`src/rtl/bcd_scan_counter.sv`:
```
// rtl/bcd_scan_counter.sv - 4-digit BCD up/down counter with prescaler and digit scanner
//
// Purpose: counts in BCD at a prescaled tick rate and time-multiplexes the four
// digits onto one BCD output with a one-hot digit enable, feeding a single
// BCD-to-7-segment decoder that drives a 4-digit display.
//
// Ports:
//   clk         rising-edge system clock
//   rst         synchronous reset, active-high
//   en          count enable; low freezes prescaler and count
//   up_down     1 = count up, 0 = count down (sampled on tick)
//   clear       synchronous clear of count and prescaler
//   load        synchronous load of load_value (nibbles > 9 load as 0)
//   load_value  4 BCD digits, [3:0] = units
//   count       current count, 4 BCD digits, [3:0] = units
//   ovf         one-cycle pulse on 9999->0000 (up) or 0000->9999 (down)
//   BCD         digit selected by the current scan slot
//   digit_en    one-hot digit enable for the current slot, zero when blanked
module bcd_scan_counter #(
  parameter int COUNT_DIV = 100000000,
  parameter int SCAN_DIV  = 100000,
  parameter bit BLANK_LZ  = 1'b1
) (
  input  logic        clk,
  input  logic        rst,
  input  logic        en,
  input  logic        up_down,
  input  logic        clear,
  input  logic        load,
  input  logic [15:0] load_value,
  output logic [15:0] count,
  output logic        ovf,
  output logic [3:0]  BCD,
  output logic [3:0]  digit_en
);

  localparam int PW = (COUNT_DIV > 1) ? $clog2(COUNT_DIV) : 1;
  localparam int SW = (SCAN_DIV > 1) ? $clog2(SCAN_DIV) : 1;
  localparam logic [PW-1:0] PRESC_LAST = PW'(COUNT_DIV - 1);
  localparam logic [SW-1:0] SCAN_LAST  = SW'(SCAN_DIV - 1);

  logic [PW-1:0] presc;
  logic [SW-1:0] scan_cnt;
  logic [1:0]    slot;
  logic          tick;
  logic [15:0]   count_step;
  logic          step_wrap;
  logic          carry;
  logic [15:0]   load_clean;
  logic          blank;

  assign tick = en && (presc == PRESC_LAST);

  // One-step BCD increment/decrement with full ripple across all four digits.
  // carry doubles as borrow when counting down; a carry out of digit 3 is the wrap.
  always_comb begin
    count_step = count;
    carry      = 1'b1;
    for (int i = 0; i < 4; i++) begin
      if (carry) begin
        if (up_down) begin
          if (count[i*4 +: 4] >= 4'd9) begin
            count_step[i*4 +: 4] = 4'd0;
          end else begin
            count_step[i*4 +: 4] = count[i*4 +: 4] + 4'd1;
            carry                = 1'b0;
          end
        end else begin
          if (count[i*4 +: 4] == 4'd0) begin
            count_step[i*4 +: 4] = 4'd9;
          end else begin
            count_step[i*4 +: 4] = count[i*4 +: 4] - 4'd1;
            carry                = 1'b0;
          end
        end
      end
    end
    step_wrap = carry;
  end

  // Non-decimal nibbles are forced to 0 so count always holds valid BCD.
  always_comb begin
    load_clean = 16'h0000;
    for (int i = 0; i < 4; i++) begin
      load_clean[i*4 +: 4] = (load_value[i*4 +: 4] > 4'd9) ? 4'd0 : load_value[i*4 +: 4];
    end
  end

  always_ff @(posedge clk) begin
    if (rst) begin
      count <= 16'h0000;
      presc <= '0;
      ovf   <= 1'b0;
    end else if (clear) begin
      count <= 16'h0000;
      presc <= '0;
      ovf   <= 1'b0;
    end else if (load) begin
      count <= load_clean;
      presc <= '0;
      ovf   <= 1'b0;
    end else begin
      ovf <= 1'b0;
      if (en) begin
        if (tick) begin
          presc <= '0;
          count <= count_step;
          ovf   <= step_wrap;
        end else begin
          presc <= presc + 1'b1;
        end
      end
    end
  end

  // Scanner runs independently of en/clear/load so the display never stalls.
  always_ff @(posedge clk) begin
    if (rst) begin
      scan_cnt <= '0;
      slot     <= 2'd0;
    end else if (scan_cnt == SCAN_LAST) begin
      scan_cnt <= '0;
      slot     <= slot + 2'd1;
    end else begin
      scan_cnt <= scan_cnt + 1'b1;
    end
  end

  // A digit is a leading zero when it and every higher digit are zero;
  // the units digit is always shown.
  always_comb begin
    BCD   = count[3:0];
    blank = 1'b0;
    case (slot)
      2'd0: begin
        BCD   = count[3:0];
        blank = 1'b0;
      end
      2'd1: begin
        BCD   = count[7:4];
        blank = (count[15:4] == 12'h000);
      end
      2'd2: begin
        BCD   = count[11:8];
        blank = (count[15:8] == 8'h00);
      end
      default: begin
        BCD   = count[15:12];
        blank = (count[15:12] == 4'h0);
      end
    endcase
    digit_en = (BLANK_LZ && blank) ? 4'b0000 : (4'b0001 << slot);
  end

endmodule
```
`config.mk`:
```
export PLATFORM = sky130hd
export DESIGN_NAME = bcd_scan_counter
export DESIGN_NICKNAME = d
export VERILOG_FILES = /design/src/rtl/bcd_scan_counter.sv
export SDC_FILE = /design/constraint.sdc
export NUM_CORES = 1
export LEC_CHECK = 0
export CORE_MARGIN = 4
export CORE_UTILIZATION = 35
export DETAILED_ROUTE_END_ITERATION = 16
export PLACE_DENSITY_LB_ADDON = 0.1
export SLEW_MARGIN = 10
export SYNTH_ARGS = -nofsm -noshare
export SYNTH_HDL_FRONTEND = slang
export SYNTH_SLANG_ARGS = --single-unit
```
`constraint.sdc`:
```
create_clock -name clk -period 6.5 [get_ports clk]
set_clock_uncertainty 0.1 [all_clocks]
set_input_delay 0.65 -clock clk [delete_from_list [all_inputs] [get_ports clk]]
set_output_delay 0.65 -clock clk [all_outputs]
set_load 0.05 [all_outputs]
```
==> qor.csv <==
metric,value,unit
multi_input_area,0.00255,mm²
hold_end,scan_cnt[0],
die_h,115,µm
synth-seq-cells,63,
min_path_cells,1,
num_io_pins,47,
pre_cts_slack,2.72,ns
r2r.worst_path.cells,6,
max_freq,0.290,GHz
status,"complete, no violations",
fin_crit_sh,53.0,%
holdBufCountCts,0,
ctsResizeCount,0,
grt_pass1_wl,17.6,mm
cp_max_fo,9,
endpoint_kind,output port,
die_area,0.0132,mm²
fillerInstances,1126,
synth.distinct_cells,61,
most-common-layout-cells,"77 x nor2_1, 63 x dfxtp_1, 46 x clkdlybuf4s50_1, 31 x o21ai_0, 30 x nand2_1",
cts-root-buf,clkbuf_16,
worst_slew_pin_slew,1.04,ns
nets,587,
place_inst,674,
grt_pass1_vias,3433,
areaGrowthSynthToFinish,21.8,%
syn-cell-area,0.00401,mm²
place.port_buffers,46,
hold_viol_final,0,
yosysWarnings,0,
r2r-start,presc[0],
final_cells,690,
synthCells,510,
routed_via_density,5.37,
p_leak,1.64,nW
rrSetupSlack,3.50,ns
finalSetupViolations,0,
cts_buffer_depth,2,
p_per_area,210,mW/mm²
cts.htree.levels,3,
cts_setup_buffers,0,
num_rows,38,
synth-async-reset-ratio,0,%
synth_edf_count,0,
n_antenna_cell,0,
required,5.75,ns
wirelength,10.6,mm
synth_nets,552,
clk_latency,0.33,ns
avgRoutedWirePerCell,15.4,µm
drive_above_1_share,5.82,%
rsz0062_at_grt,false,
slew_violations,0,
synthFlopType,dfxtp_1,
hold_class,reg2reg,
grt_max_degree,43,
die_x,115,µm
dp_hpwl,7.52,mm
startpoint_type,register,
worstSetupStartpoint,count[12],
cp.arrival,2.69,ns
antenna_found_initial,0,
grt_usage,16.6,%
slowest_delay,0.69,ns
finalCriticalPeriod,3.44,ns
fin_ws,3.06,ns
ys_seq_area_share,31.5,%
cts_sinks,63,
cts_tree,built,
cap_violations,0,
drc,0,
start_util,36.3,%
dr.pass1.iters,5,
slowest_stage,clkdlybuf4s50_1,
cts_made_buffers,9,
grt_remaining_overflow,0,
hold_start,scan_cnt[0],
final-seq-area,0.00126,mm²
ir_drop,0.141,mV
cts.clk_slew.worst_paths,0.05,ns
tns,0,ns
reg2reg_to,presc[21],
slew_headroom,30.3,%
synth_area_per_cell,7.86,µm²
final_common_cell,nor2_1,
crit_type,reg2out,
routabilityCongestion,0.817,
drtIter0Drc,246,
vias,3704,
p_total,0.00102,W
crit_chain,"inv_1, ha_1, nor3b_1, o21ai_0, and2_1, clkdlybuf4s50_1",
ant_nets,0,
core_area,0.0110,mm²
-- how the worst max path moves through the flow --
stage,endpoint,slack (ns)
6_report,digit_en[2],3.06
5_1_grt,presc[4],2.78
2_1_floorplan,digit_en[3],3.69
3_5_place_dp,presc[10],2.72
4_1_cts,digit_en[1],3.04
3_3_place_gp,presc[4],2.82
-- flip-flops by register name (all words and copies together), names as in the netlist --
signal / flops
count: 16
scan_cnt: 17
slot: 2
ovf: 1
presc: 27
-- routing by layer --
metal | part of all wire, % | wire [µm] | GRT usage (%)
met3 | 4.7 | 502 | 3.95
met5 | 0 | 0 | 0
met1 | 50 | 5280 | 23.4
met4 | 1.2 | 131 | 4.69
met2 | 44 | 4720 | 25.3
-- report_power, final --
part | internal (W) | switching (W) | total [W]
clock network | 0.000348 | 0.000179 | 0.000527
registers | 0.000391 | 0.00000897 | 0.000400
logic | 0.0000390 | 0.0000576 | 0.0000966
-- stage by stage --
stage / utilization [%] / hold slack, ns / cell area [µm²]
after CTS: 44.2 / 0.359 / 4880
after detailed placement: 41.3 / 0.346 / 4550
after global routing: 44.2 / 0.390 / 4880
after global placement: 41.3 / 0.343 / 4550
after floorplan: - / 0.326 / 4010
final: 44.2 / 0.353 / 4880
-- synth_stat cells (14+ instances only) --
| master | number | share of area, % |
|---|---|---|
| nor2_1 | 77 | 7.2 |
| nand3_1 | 24 | 3.0 |
| nand2_1 | 30 | 2.8 |
| a21oi_1 | 23 | 2.9 |
| ha_1 | 20 | 6.2 |
| nand4_1 | 19 | 3.0 |
| clkbuf_1 | 15 | 1.4 |
| xnor2_1 | 14 | 3.1 |
| o21ai_0 | 31 | 3.9 |
| dfxtp_1 | 63 | 31 |
| xor2_1 | 23 | 5.0 |
| inv_1 | 25 | 2.3 |
-- layout make-up --
class | count | area share (%)
inverter | 25 | 1.92
multi-input combinational | 398 | 52.2
clock buffer | 12 | 5.05
clock inverter | 4 | 1.59
tap | 140 | 3.59
sequential | 63 | 25.9
timing repair buffer | 48 | 9.75
-- worst max-delay path, delay by kind of cell (launching register included) --
kind                       cells  cell delay (ns)
AOI/OAI and AO/OA              1             0.16
adders and majority gates      1             0.22
buffers and inverters          2             0.86
DFF                            1             0.41
and+or+nand+nor                2             0.71
-- logic make-up (layout without fill, tap and decap cells) --
kind of cell             count (synthesis)  count (layout)  synth area share, %
AND/OR/NAND/NOR                        225             225                 29.6
AO/OA/AOI/OAI                          108             108                 17.6
flip-flops                              63              63                 31.5
buffers and inverters                   49              89                 4.90
XOR/XNOR                                37              37                 8.09
adder cells (fa/ha/maj)                 20              20                 6.25
multiplexers                             8               8                 2.06
(Power assumes the default switching activity.)
